==> src/rtl/instruction_fetch_sequencer.sv <==
// instruction_fetch_sequencer
// Front-end controller for the RV32I decoder. Issues in-order word fetches,
// tracks outstanding requests against a credit limit, buffers returned words
// in a small show-ahead FIFO and hands one instruction plus its PC to the
// decoder under a valid/ready handshake. Redirects flush the buffer and mark
// every still-outstanding response as wrong-path so it is dropped on arrival.
//
// Ports:
//   clk               rising-edge clock
//   reset             synchronous, active-low reset
//   fetch_enable      1 = new fetch requests may be issued
//   imem_req_valid    fetch request valid
//   imem_req_ready    memory accepts the request this cycle
//   imem_req_addr     word-aligned fetch address
//   imem_resp_valid   response word valid (in order, never backpressured)
//   imem_resp_data    fetched instruction word
//   redirect_valid    one-cycle redirect pulse
//   redirect_pc       redirect target (bits [1:0] ignored)
//   instruction       buffer head word
//   instruction_pc    PC of the buffer head word
//   instruction_valid buffer head is valid
//   decode_ready      decoder consumes the head this cycle
//   fetch_idle        no outstanding requests and buffer empty (registered)
module instruction_fetch_sequencer #(
  parameter logic [31:0] RESET_PC   = 32'h0000_0000,
  parameter int          IBUF_DEPTH = 2
) (
  input  logic        clk,
  input  logic        reset,
  input  logic        fetch_enable,
  output logic        imem_req_valid,
  input  logic        imem_req_ready,
  output logic [31:0] imem_req_addr,
  input  logic        imem_resp_valid,
  input  logic [31:0] imem_resp_data,
  input  logic        redirect_valid,
  input  logic [31:0] redirect_pc,
  output logic [31:0] instruction,
  output logic [31:0] instruction_pc,
  output logic        instruction_valid,
  input  logic        decode_ready,
  output logic        fetch_idle
);

  localparam int AW = (IBUF_DEPTH > 1) ? $clog2(IBUF_DEPTH) : 1;
  localparam int CW = AW + 1;
  localparam logic [CW:0] DEPTH_W = (CW + 1)'(IBUF_DEPTH);

  typedef enum logic [1:0] {BOOT, RUN, PAUSE} state_e;

  state_e          state_q, state_d;
  logic [31:0]     fetch_pc_q, fetch_pc_d;
  logic [31:0]     resp_pc_q, resp_pc_d;
  logic [CW-1:0]   outstanding_q, outstanding_d;
  logic [CW-1:0]   count_q, count_d;
  logic [CW-1:0]   drop_q, drop_d;
  logic [AW-1:0]   head_q, head_d;
  logic [AW-1:0]   tail_q, tail_d;
  logic            idle_q, idle_d;
  logic [31:0]     instr_mem_q [IBUF_DEPTH];
  logic [31:0]     pc_mem_q    [IBUF_DEPTH];

  logic            credit_ok;
  logic            req_valid;
  logic            req_fire;
  logic            resp_take;
  logic            resp_keep;
  logic            pop;
  logic [31:0]     redirect_target;
  logic            unused_redirect_lsb;

  assign redirect_target     = {redirect_pc[31:2], 2'b00};
  assign unused_redirect_lsb = ^redirect_pc[1:0];

  // Credit covers both in-flight requests and buffered words, so a response
  // always finds a free slot. Words awaiting a drop still hold credit.
  assign credit_ok = ({1'b0, outstanding_q} + {1'b0, count_q}) < DEPTH_W;
  assign req_valid = (state_q == RUN) && credit_ok && !redirect_valid;
  assign req_fire  = req_valid && imem_req_ready;
  // A response with nothing outstanding is spurious (e.g. issued before reset).
  assign resp_take = imem_resp_valid && (outstanding_q != '0);
  assign resp_keep = resp_take && (drop_q == '0) && !redirect_valid;
  assign pop       = (count_q != '0) && decode_ready && !redirect_valid;

  assign imem_req_valid    = req_valid;
  assign imem_req_addr     = fetch_pc_q;
  assign instruction_valid = (count_q != '0);
  assign instruction       = instruction_valid ? instr_mem_q[head_q] : '0;
  assign instruction_pc    = instruction_valid ? pc_mem_q[head_q] : '0;
  assign fetch_idle        = idle_q;

  // Next-state logic. RUN only falls into PAUSE once no request is left
  // waiting for acceptance, so a presented request is never withdrawn except
  // by a redirect.
  always_comb begin
    state_d       = state_q;
    fetch_pc_d    = fetch_pc_q;
    resp_pc_d     = resp_pc_q;
    outstanding_d = outstanding_q + CW'(req_fire) - CW'(resp_take);
    count_d       = count_q;
    drop_d        = drop_q;
    head_d        = head_q;
    tail_d        = tail_q;

    unique case (state_q)
      BOOT:    state_d = RUN;
      RUN:     if (!fetch_enable && !(req_valid && !imem_req_ready)) state_d = PAUSE;
      PAUSE:   if (fetch_enable) state_d = RUN;
      default: state_d = BOOT;
    endcase

    if (redirect_valid) begin
      // Everything still in flight belongs to the wrong path.
      fetch_pc_d = redirect_target;
      resp_pc_d  = redirect_target;
      drop_d     = outstanding_q - CW'(resp_take);
      count_d    = '0;
      head_d     = '0;
      tail_d     = '0;
    end else begin
      if (req_fire) fetch_pc_d = fetch_pc_q + 32'd4;
      if (resp_take && (drop_q != '0)) drop_d = drop_q - CW'(1);
      if (resp_keep) begin
        resp_pc_d = resp_pc_q + 32'd4;
        tail_d    = tail_q + AW'(1);
      end
      if (pop) head_d = head_q + AW'(1);
      count_d = count_q + CW'(resp_keep) - CW'(pop);
    end

    idle_d = (outstanding_d == '0) && (count_d == '0);
  end

  // State register.
  always_ff @(posedge clk) begin
    if (!reset) begin
      state_q       <= BOOT;
      fetch_pc_q    <= {RESET_PC[31:2], 2'b00};
      resp_pc_q     <= {RESET_PC[31:2], 2'b00};
      outstanding_q <= '0;
      count_q       <= '0;
      drop_q        <= '0;
      head_q        <= '0;
      tail_q        <= '0;
      idle_q        <= 1'b1;
    end else begin
      state_q       <= state_d;
      fetch_pc_q    <= fetch_pc_d;
      resp_pc_q     <= resp_pc_d;
      outstanding_q <= outstanding_d;
      count_q       <= count_d;
      drop_q        <= drop_d;
      head_q        <= head_d;
      tail_q        <= tail_d;
      idle_q        <= idle_d;
    end
  end

  // Buffer storage needs no reset; validity is tracked by count_q.
  always_ff @(posedge clk) begin
    if (resp_keep) begin
      instr_mem_q[tail_q] <= imem_resp_data;
      pc_mem_q[tail_q]    <= resp_pc_q;
    end
  end

endmodule
==> config.mk <==
export PLATFORM = sky130hd
export DESIGN_NAME = instruction_fetch_sequencer
export DESIGN_NICKNAME = d
export VERILOG_FILES = /design/src/rtl/instruction_fetch_sequencer.sv
export SDC_FILE = /design/constraint.sdc
export NUM_CORES = 1
export LEC_CHECK = 0
export BUFFER_PORTS_ARGS = -buffer_cell sky130_fd_sc_hd__buf_4
export CAP_MARGIN = 20
export CORE_ASPECT_RATIO = 1.1
export CORE_UTILIZATION = 35
export DETAILED_ROUTE_END_ITERATION = 7
export PLACE_DENSITY = 0.56
export SLEW_MARGIN = 20
export SYNTH_ARGS = -nofsm -noshare
export SYNTH_HDL_FRONTEND = slang
export SYNTH_SLANG_ARGS = --single-unit
==> constraint.sdc <==
create_clock -name clk -period 4.17 [get_ports clk]
set_input_delay 0.2085 -clock clk [delete_from_list [all_inputs] [get_ports clk]]
set_output_delay 0.2085 -clock clk [all_outputs]
set_load 0.01 [all_outputs]
==> impl_results.md, run 1 <==
* Status: complete, no violations
* Synth top area cells: edfxtp_1 42%, dfxtp_1 16%, mux2i_1 7.1%
* Global-route wire length before repair at 36100 µm
* Initial Util at 36.0%
* EDFF count, synth at 124
* Final Hold Viols at 0
* P_leak at 4.01 nW
* Largest net degree at the start of global routing at 63
* Initial antenna violation count at 0
* Largest area contributor in the netlist: edfxtp_1
* CTS tree: done
* Hold path startpoint: redirect_pc[10]
* Total wire length at 22800 µm
* Root Buffer Master: clkbuf_16
* Layout net count at 1046
* Crit path time final at 3.19 ns
* Skew final at 0.00818 ns
* Count of final max-slew check failures at 0
* Clock latency on the worst-skew pair at 0.43 ns
* Drt wl/cell at 17.7 µm
* Core Region at 0.0247 mm²
* Total Routing Usage GR at between 10% and 20%
* Element type at the critical path end: flop
* VDD IR max at approximately 0.27 mV
* Commonest cells post-synth: 124 x edfxtp_1, 81 x nor2_1, 72 x dfxtp_1
* Maximum fanout along the worst path at 8
* TritonCTS Buffers at 17
* Vias per cell at between 5 and 6
* Seq/Total Area, Yosys at 58.1%
* Antenna cells at 0
* GR Overflow Total at 0
* # clock sinks at 196
* Setup TNS at 0 ns
* Reg-to-reg setup timing slack at 0.98 ns
* # IOs at 170
* Most common cell in the netlist: edfxtp_1
* I/O Buffers at roughly 160
* FF+latch area at 0.00517 mm²
* PostCTS Resize Cnt at 0
* Pwr dens at between 300 and 400 mW/mm²
* Die Y at 169 µm
* DR iter-0 viols at approximately 410
* Pwr Total at 4.48 mW
* Clock-pin slew on the worst setup and hold paths at 0.07 ns
* Via count at 6936
* WP data required at 4.49 ns
* Chip Width at 154 µm
* Max-cap violations at 0
* Yosys reg bits at approximately 200
* Post-DP HPWL at 15200 µm
* CTS Buffer Depth at 2
* Yosys Warn Count at 0
* Hold worst-path end: imem_req_addr[10]
* Worst Path Arrival at between 3 and 4 ns
* Die ar. at 0.0260 mm²
* Multi-input combinational cell area at ~0.0035 mm²
* Fin crit share at 76.4%
* Slew HR at 40.1%
* Syn Std Cell Area at ~0.0089 mm²
* Post-DRT Antenna Nets at 0
* Max frequency at 314 MHz
* Final setup fails at 0
* Reg2reg path depth at 12
* Startpoint types: flop
* First-pass iteration count of the detailed router at 5
* Critical path's largest stage delay at ~0.54 ns
* GPL Wtd Cong at 0.853
* Reg-to-Reg Start: outstanding_q[0]
* Synth Flop Type: edfxtp_1
* Min-Delay Path Depth at 3
* Yosys top cell area share at 41.9%
* Vias in the first global route at between 6000 and 7000
* Crit Reg-Reg Endpoint: fetch_idle
* RSZ-0062 raised after global routing: no
* Layout Area Growth over Synthesis at 27.1%
* # DRC at 0
* Site Rows at 60
* Syn Area/Cell at 11.3 µm²
* Crit Path Category: reg -> reg
* Library cells used by synthesis at 59
* Slew @ Worst Pin at 0.898 ns
* Post-CTS setup buffer count at 0
* Cell Chain, Critical Path: and2_1 -> fa_1 -> or3b_1 -> nor2_2 -> inv_2 -> ha_1 -> inv_1 -> ha_1 -> xor2_1 -> and2_1 -> nor3_1 -> nor4_1
* H-tree depth at 4
* Async SR Flop Fraction at 0%
* CP max stage cell: or3b_1
* Hold Crit Class: in -> reg
* Post-Syn Instances at 789
* Share of post-route cells with drive strength above 1 at 22.4%
* Number of fill cells at between 2000 and 2500
==> report_power, final <==
| part | switching, mW | internal, mW |
|---|---|---|
| clock network | 0.756 | 0.900 |
| registers | 0.110 | 2.19 |
| logic | 0.289 | 0.240 |
==> critical path: cells and delay by family (launching register included) <==
family | cells | cell delay [ns]
adders and majority gates | 3 | 0.90
DFF | 1 | 0.47
buffers and inverters | 2 | 0.15
and+or+nand+nor | 6 | 1.40
xor gates and xnor gates | 1 | 0.15
==> cells by family (layout without fill, tap and decap cells) <==
kind of cell               Yosys count  in the layout  synth area share (%)
buffers and inverters               62            249                  2.96
DFF                                196            196                  58.1
xor gates and xnor gates            18             18                  1.77
AOI/OAI and AO/OA                  143            143                  10.5
and+or+nand+nor                    296            296                  18.0
muxes                               64             64                  7.22
other                                1              4                0.0422
adders and majority gates            9              9                  1.35
==> metal layers <==
metal	up-vias	share of wire [%]	global-route usage [%]
li1	3373	-	-
met1	3323	47	23.9
met2	221	47	29.1
met3	19	5.2	3.64
met4	0	1.2	4.52
met5	-	0	0
==> cell usage in the layout, fill, tap and decap left out, types with 8 or more instances in the layout <==
cell type / synthesis / routed
a21oi_1: 17 / 17
a31oi_1: 28 / 28
and2_1: 11 / 11
and3_1: 13 / 12
and4_1: 19 / 19
buf_4: 4 / 170
clkbuf_16: 0 / 17
dfxtp_1: 72 / 71
dlygate4sd3_1: 0 / 33
edfxtp_1: 124 / 124
ha_1: 8 / 8
inv_1: 13 / 12
mux2i_1: 63 / 63
nand2_1: 42 / 42
nand3_1: 27 / 27
nand4_1: 27 / 27
nor2_1: 81 / 79
nor3_1: 18 / 18
nor4_1: 9 / 9
o211ai_1: 10 / 10
o21ai_0: 43 / 43
o31ai_1: 8 / 8
or3_1: 14 / 14
or4_1: 17 / 17
xnor2_1: 8 / 8
xor2_1: 10 / 10
==> metrics by stage <==
stage	instances	hold WS, ns	area (µm²)	utilization (%)	worst slack (ns)
after floorplan	792	0.285	8900	-	0.810
after global placement	1224	0.391	10400	42.0	0.992
final	1289	0.0730	11300	45.7	0.982
after detailed placement	1224	0.395	10400	42.0	0.992
after global routing	1289	0.0765	11300	45.7	0.717
after CTS	1289	0.0599	11300	45.7	0.968
==> repair_timing <==
item	4_1_cts	5_1_grt
hold buffers	33	0
setup endpoints to repair	0	0
hold endpoints to repair	65	0
==> layout make-up <==
type                       instances  area share [%]
sequential                       196            45.8
multi-input combinational        534            30.9
timing repair buffer             203            14.2
clock buffer                      17            3.77
tap                              310            3.43
clock inverter                    15            1.48
inverter                          14           0.465
==> worst max path at each step <==
stage	start	end	slack [ns]	cells past startpoint
after floorplan	redirect_valid	instr_mem_q[0][0]	0.81	7
after global placement	outstanding_q[0]	fetch_idle	0.99	12
after detailed placement	outstanding_q[0]	fetch_idle	0.99	12
after CTS	outstanding_q[0]	fetch_idle	0.97	12
after global routing	outstanding_q[0]	fetch_idle	0.72	12
final	outstanding_q[0]	fetch_idle	0.98	12
==> registers in the layout, indices dropped and copies added, names as in the netlist, named ones only <==
name           cells
outstanding_q      2
instr_mem_q       64
resp_pc_q         30
head_q             1
tail_q             1
fetch_idle         1
pc_mem_q          60
imem_req_addr     30
drop_q             2
state_q            2
count_q            2
No activity file was read; power rests on OpenSTA's default activity.
==> inputs of run 2 (changes only) <==
--- a/config.mk
+++ b/config.mk
@@ -10,7 +10,7 @@
 export CORE_ASPECT_RATIO = 1.1
 export CORE_UTILIZATION = 35
 export DETAILED_ROUTE_END_ITERATION = 7
-export PLACE_DENSITY = 0.56
+export PLACE_DENSITY = 0.54
 export SLEW_MARGIN = 20
 export SYNTH_ARGS = -nofsm -noshare
 export SYNTH_HDL_FRONTEND = slang
==> constraint.sdc (replaced) <==
create_clock -name clk -period 3.2 [get_ports clk]
set_input_delay 0.16 -clock clk [delete_from_list [all_inputs] [get_ports clk]]
set_output_delay 0.16 -clock clk [all_outputs]
set_load 0.01 [all_outputs]
==> impl_results.md, run 2 (synthesized netlist as in run 1, its figures left out) <==
* Status: complete, no violations
* Crit Path Category: reg -> reg
* Switching Share at 25.7% (-0.12 points)
* Pwr dens at 515 mW/mm² (+30%)
* Final setup fails at 0 (unchanged)
* Sequential share of power at 50.5% (-0.7 points)
* Crit path capture: fetch_idle
* Layout Area Growth over Synthesis at 28.5%
* Largest net degree at the start of global routing at 63 (unchanged)
* Slew HR at 54.5% (+14 points)
* CP Launch Point: count_q[0]
* Internal Dissipation at 4.37 mW (+31%)
* Number of fill cells at 2346 (+3.0%)
* Biggest regs: instr_mem_q: 64 flops, pc_mem_q: 60 flops
* Clock latency on the worst-skew pair at 0.44 ns (about the same)
* Dpl ws at 0.325 ns (-0.668 ns)
* Post-DRT Antenna Nets at 0 (unchanged)
* Fin crit share at 89.3% (+13 points)
* Total wire length at 22700 µm (-0.26%)
* Post-DP HPWL at 15800 µm (+3.9%)
* Slew @ Worst Pin at 0.682 ns (-0.217 ns)
* # IOs at 170 (unchanged)
* Most frequent cells in the layout: 175 x buf_4, 124 x edfxtp_1, 79 x nor2_1
* Slack of the critical path at 0.343 ns (-0.640 ns)
* Setup TNS at 0 ns (unchanged)
* Clock Power Share at 36.8% (about the same)
* Initial antenna violation count at 0 (unchanged)
* # clock sinks at 196 (unchanged)
* Chip Width at 154 µm (unchanged)
* Clock-pin slew on the worst setup and hold paths at 0.08 ns (about the same)
* Via count at 6913 (-0.33%)
* WP data required at 3.52 ns (-0.97 ns)
* Critical path's largest stage delay at 0.45 ns (-0.09 ns)
* Combinational share of power at 12.7% (+0.9 points)
* Vias per cell at 5.33 (-1.0%)
* Element type at the critical path end: flop
* Reg-to-Reg Start: count_q[0]
* Skew final at 0.0173 ns (+0.00917 ns)
* Vias in the first global route at 6520 (-1.3%)
* Drt wl/cell at 17.5 µm (-0.95%)
* Antenna cells at 0 (unchanged)
* Met1 Usage GRT at 23.0% (-0.88 points)
* Share of post-route cells with drive strength above 1 at 23.1% (+0.71 points)
* GR Overflow Total at 0 (unchanged)
* Largest Register: instr_mem_q
* Reg-to-reg setup timing slack at 0.34 ns (-0.64 ns)
* CTS tree: done
* Met2 Track Usage GR at 28.6% (-0.49 points)
* VDD IR max at 0.225 mV (-17%)
* Crit Reg-Reg Endpoint: fetch_idle
* Net Sw Power at 1.51 mW (+30%)
* GR peak layer: met2
* P_leak at 4.07 nW (+1.4%)
* Startpoint types: flop
* H-tree depth at 4 (unchanged)
* Final Hold Viols at 0 (unchanged)
* TritonCTS Buffers at 17 (unchanged)
* Cell Chain, Critical Path: and2_1 -> fa_1 -> or3b_1 -> nor2_2 -> inv_2 -> ha_1 -> inv_1 -> ha_1 -> xor2_1 -> and2_1 -> nor3_1 -> nor4_1
* Crit path time final at 2.86 ns (-0.330 ns)
* Die ar. at 0.0260 mm² (unchanged)
* Met3 GRT Util at 4.05% (+0.41 points)
* # DRC at 0 (unchanged)
* Post-CTS setup buffer count at 0 (unchanged)
* Maximum fanout along the worst path at 7 (-1)
* Initial Util at 36.0% (unchanged)
* Min-Delay Path Depth at 3 (unchanged)
* Reg2reg path depth at 12 (unchanged)
* Global-route wire length before repair at 35300 µm (-2.2%)
* Max-cap violations at 0 (unchanged)
* First-pass iteration count of the detailed router at 4 (-1)
* Site Rows at 60 (unchanged)
* GPL Wtd Cong at 0.831 (-2.5%)
* Layout net count at 1055 (+0.86%)
* CTS Buffer Depth at 2 (unchanged)
* Count of final max-slew check failures at 0 (unchanged)
* I/O Buffers at 163 (unchanged)
* DR iter-0 viols at 309 (-25%)
* Die Y at 169 µm (unchanged)
* RSZ-0062 raised after global routing: no
* Worst Path Arrival at 3.18 ns (-0.32 ns)
* Max reg flops at 64 (unchanged)
* Commonest non-fill, non-tap cell in the layout: buf_4
* CP max stage cell: fa_1
* Max frequency at 350 MHz (+12%)
* Core Region at 0.0247 mm² (unchanged)
* Total Routing Usage GR at 17.5% (-0.21 points)
* Hold Crit Class: in -> reg
* Pwr Total at 5.87 mW (+31%)
* Root Buffer Master: clkbuf_16
==> run 2: changes by cell type in the layout (fill, tap and decap cells not counted) <==
cell / previous run / this run
clkinv_1: 1 / 0
buf_4: 170 / 175
inv_8: 2 / 3
buf_12: 0 / 4
inv_6: 4 / 3
clkbuf_1: 0 / 1
==> run 2: worst min path at each step <==
stage | startpoint | to | slack (ns)
3_5_place_dp | imem_resp_data[11] | instr_mem_q[0][11] | 0.35
4_1_cts | redirect_pc[10] | imem_req_addr[10] | 0.004
2_1_floorplan | fetch_enable | state_q[1] | 0.24
3_3_place_gp | fetch_enable | state_q[1] | 0.34
5_1_grt | redirect_pc[12] | imem_req_addr[12] | 0.009
6_report | redirect_pc[10] | imem_req_addr[10] | 0.008
==> run 2: power by group through the flow <==
stage | sequential (mW) | combinational [mW] | clock [mW]
floorplan | 3.01 | 0.382 | 0
global placement | 3.02 | 0.712 | 0
detailed placement | 3.03 | 0.717 | 0
CTS | 2.97 | 0.755 | 2.21
global route | 2.99 | 0.824 | 2.29
finish | 2.97 | 0.744 | 2.16
==> run 2: worst max-delay path: cells and delay by family, from the launching register on <==
family,cells,cell delay [ns]
xor+xnor,1,0.15
buf+inv,2,0.13
fa+ha+maj,3,0.90
simple gates,6,1.17
flops,1,0.40
==> run 2: routing by layer <==
layer	vias to the layer above	wire [µm]
li1	3377	-
met1	3317	10600
met2	202	10600
met3	17	1220
met4	0	311
met5	-	0
==> run 2: area by class of cell <==
class | count | area, µm² | share of cell area [%]
flip-flops and latches | 196 | 5170 | 45.3
multi-input cells | 534 | 3490 | 30.5
repair buffers | 212 | 1720 | 15.1
clock buffers | 18 | 429 | 3.76
well taps | 310 | 388 | 3.40
clock inverters | 14 | 166 | 1.46
inverters | 14 | 52.6 | 0.460
==> run 2: repair_timing <==
action                     in CTS  in global routing
hold endpoints to repair       66                  0
resized for setup               0                  0
setup endpoints to repair       0                  0
hold buffers                   33                  0
==> run 2: metrics by stage <==
stage / cells / util (%) / cell area (µm²) / hold WS, ns
2_1_floorplan: 792 / - / 8900 / 0.237
3_3_place_gp: 1233 / 42.5 / 10500 / 0.343
3_5_place_dp: 1233 / 42.5 / 10500 / 0.348
4_1_cts: 1298 / 46.2 / 11400 / 0.00407
5_1_grt: 1298 / 46.2 / 11400 / 0.00912
6_report: 1298 / 46.2 / 11400 / 0.00844
==> inputs of run 3 (changes only) <==
--- a/config.mk
+++ b/config.mk
@@ -5,12 +5,13 @@
 export SDC_FILE = /design/constraint.sdc
 export NUM_CORES = 1
 export LEC_CHECK = 0
+export ABC_AREA = 1
 export BUFFER_PORTS_ARGS = -buffer_cell sky130_fd_sc_hd__buf_4
 export CAP_MARGIN = 20
 export CORE_ASPECT_RATIO = 1.1
 export CORE_UTILIZATION = 35
 export DETAILED_ROUTE_END_ITERATION = 7
-export PLACE_DENSITY = 0.54
+export PLACE_DENSITY = 0.53
 export SLEW_MARGIN = 20
 export SYNTH_ARGS = -nofsm -noshare
 export SYNTH_HDL_FRONTEND = slang
==> impl_results.md, run 3 <==
* Status: complete, no violations
* Initial Util at 35.6% (-0.39 points)
* Count of final max-slew check failures at 0 (unchanged)
* Die Y at 176 µm (+3.9%)
* Slew HR at 50.8% (-3.8 points)
* Final setup fails at 0 (unchanged)
* VDD IR max at 0.218 mV (-3.3%)
* Post-DRT Antenna Nets at 0 (unchanged)
* Largest family of logic cells by synthesized area: simple AND/OR/NAND/NOR gates
* Total Routing Usage GR at 18.2% (+0.67 points)
* Site Rows at 63 (+5.0%)
* Most frequent cells in the layout: 360 x nand2_1, 169 x buf_4, 124 x edfxtp_1
* Synth Area in XOR/XNOR at 1.90% (+0.13 points)
* EDFF count, synth at 124 (unchanged)
* Reg2reg path depth at 11 (-1)
* Seq/Total Area, Yosys at 53.8% (-4.3 points)
* P_leak at 4.80 nW (+18%)
* Biggest regs: instr_mem_q: 64 flops, pc_mem_q: 60 flops
* Min-Delay Path Depth at 4 (+1)
* Maximum fanout along the worst path at 5 (-2)
* Crit path time final at 2.46 ns (-0.397 ns)
* Critical path's largest stage delay at 0.42 ns (-0.03 ns)
* Synth top area cells: edfxtp_1 39%, dfxtp_1 15%, nand2_1 14%
* # DRC at 0 (unchanged)
* Layout Area Growth over Synthesis at 25.4%
* Root Buffer Master: clkbuf_16
* CTS tree: done
* Worst path depth at 11 (-1)
* Commonest non-fill, non-tap cell in the layout: nand2_1
* Vias per cell at 4.73 (-11%)
* Syn Std Cell Area at 0.00959 mm² (+8.0%)
* Slew @ Worst Pin at 0.738 ns (+0.0563 ns)
* WP data required at 3.56 ns (+0.04 ns)
* Max frequency at 406 MHz (+16%)
* Fin crit share at 76.9% (-12 points)
* # clock sinks at 196 (unchanged)
* Hold slack at 0.0224 ns (+0.0139 ns)
* Total wire length at 25300 µm (+11%)
* Crit Path Category: reg -> reg
* Hold Crit Class: in -> reg
* Layout net count at 1391 (+32%)
* Pwr dens at 479 mW/mm² (-6.9%)
* Setup TNS at 0 ns (unchanged)
* Post-Syn Instances at 1130 (+43%)
* Synth Flop Type: edfxtp_1
* Die ar. at 0.0281 mm² (+7.9%)
* TritonCTS Buffers at 17 (unchanged)
* DR iter-0 viols at 483 (+56%)
* Clock-pin slew on the worst setup and hold paths at 0.08 ns (about the same)
* H-tree depth at 4 (unchanged)
* Buffers & Inverters on Critical Path at 2 (unchanged)
* RSZ-0062 raised after global routing: no
* Most common cell in the netlist: nand2_1
* I/O Buffers at 163 (unchanged)
* Library cells used by synthesis at 44 (-25%)
* Largest net degree at the start of global routing at 63 (unchanged)
* Compound-Gate Fraction of Synth Area at 10.4% (-0.11 points)
* Syn Area/Cell at 8.49 µm² (-25%)
* Worst Path Arrival at 2.82 ns (-0.36 ns)
* Core Region at 0.0270 mm² (+9.1%)
* CP max stage cell: fa_1
* Largest Register: instr_mem_q
* Commonest cells post-synth: 360 x nand2_1, 124 x edfxtp_1, 121 x a21oi_1
* Vias in the first global route at 7540 (+16%)
* Cell Chain, Critical Path: nand2_1 -> inv_1 -> fa_1 -> nor2_2 -> nand4_4 -> ha_1 -> inv_1 -> ha_1 -> nand2_1 -> o21ai_0 -> nor3_1
* Mux contribution to synthesized area at 0% (-7.2 points)
* CTS Buffer Depth at 2 (unchanged)
* GR Overflow Total at 0 (unchanged)
* Initial antenna violation count at 0 (unchanged)
* Post-synthesis adder-cell area fraction at 1.25% (-0.10 points)
* Yosys top cell area share at 38.8% (-3.1 points)
* Largest delay contributor family on the critical path: adder cells
* Async SR Flop Fraction at 0% (unchanged)
* Pwr Total at 5.77 mW (-1.8%)
* Simple-Gate Fraction of Synth Area at 25.4% (+7.4 points)
* Yosys Warn Count at 0 (unchanged)
* Yosys reg bits at 196 (unchanged)
* Element type at the critical path end: flop
* Share of post-route cells with drive strength above 1 at 19.8% (-3.3 points)
* Startpoint types: flop
* Post-CTS setup buffer count at 0 (unchanged)
* Post-DP HPWL at 16900 µm (+7.0%)
* Global-route wire length before repair at 39900 µm (+13%)
* Chip Width at 160 µm (+3.9%)
* # IOs at 170 (unchanged)
* Skew final at 0.0140 ns (-0.00333 ns)
* GPL Wtd Cong at 0.824 (-0.82%)
* Drt wl/cell at 15.1 µm (-14%)
* Largest area contributor in the netlist: edfxtp_1
* Antenna cells at 0 (unchanged)
* Clock latency on the worst-skew pair at 0.43 ns (about the same)
* Final Hold Viols at 0 (unchanged)
* First-pass iteration count of the detailed router at 4 (unchanged)
* Via count at 7957 (+15%)
* Max-cap violations at 0 (unchanged)
* Max reg flops at 64 (unchanged)
-- run 3: cell count changes in the layout (fill, tap and decap cells not counted), moves of 12 or more --
| cell | previous run | this run |
|---|---|---|
| nand3_1 | 27 | 64 |
| or4_1 | 17 | 0 |
| and3_1 | 12 | 0 |
| a21oi_1 | 17 | 121 |
| and4_1 | 19 | 0 |
| mux2i_1 | 63 | 0 |
| nand4_1 | 27 | 5 |
| a31oi_1 | 28 | 11 |
| nor3_1 | 18 | 5 |
| inv_1 | 12 | 103 |
| nor2_4 | 2 | 15 |
| or3_1 | 14 | 0 |
| nand2_1 | 42 | 360 |
-- run 3: power by group --
part / switching, mW / total, mW / internal, mW
clock network: 1.03 / 2.06 / 1.03
logic: 0.437 / 0.746 / 0.310
registers: 0.121 / 2.96 / 2.84
-- run 3: final timing paths --
kind,slack [ns],from,to
max,0.74,count_q[0],fetch_idle
min,0.02,fetch_enable,state_q[1]
max reg2reg,0.74,count_q[0],fetch_idle
min reg2reg,0.45,state_q[0],state_q[1]
-- run 3: cells by family (layout without fill, tap and decap cells) --
group	after synthesis	after routing
AO/OA/AOI/OAI	192	192
XOR/XNOR	20	20
adder cells (fa/ha/maj)	9	9
buffers and inverters	158	349
flip-flops	196	196
other	1	4
AND/OR/NAND/NOR	554	554
-- run 3: layer usage --
layer,vias up,track usage (%),wire length [µm]
li1,4056,-,-
met2,218,29.6,11700
met1,3658,25.0,12100
met4,0,5.40,372
met3,25,2.76,1160
met5,-,0,0
-- run 3: per-stage QoR --
| step | cell area, µm² | util, % | setup slack [ns] | instances |
|---|---|---|---|---|
| final | 12000 | 44.6 | 0.739 | 1681 |
| after global routing | 12000 | 44.6 | 0.563 | 1681 |
| after CTS | 12000 | 44.6 | 0.699 | 1681 |
| after detailed placement | 11100 | 41.3 | 0.732 | 1616 |
| after global placement | 11100 | 41.3 | 0.776 | 1616 |
| after floorplan | 9610 | - | 0.222 | 1133 |
-- run 3: area by class of cell --
class,count,area [µm²]
fill,2759,14900
sequential,196,5170
multi-input combinational,779,3770
timing repair buffer,205,1660
tap,357,447
clock buffer,17,425
inverter,112,423
clock inverter,15,139
-- run 3: worst min-delay path: stages --
cell and delay [ns]:
buf_4 0.08, inv_1 0.04, nand3_1 0.08, a21oi_1 0.05
-- run 3: timing repair --
| item | 4_1_cts | 5_1_grt |
|---|---|---|
| gates resized for setup | 0 | 0 |
| hold buffers | 33 | 0 |
| hold endpoints to repair | 65 | 0 |
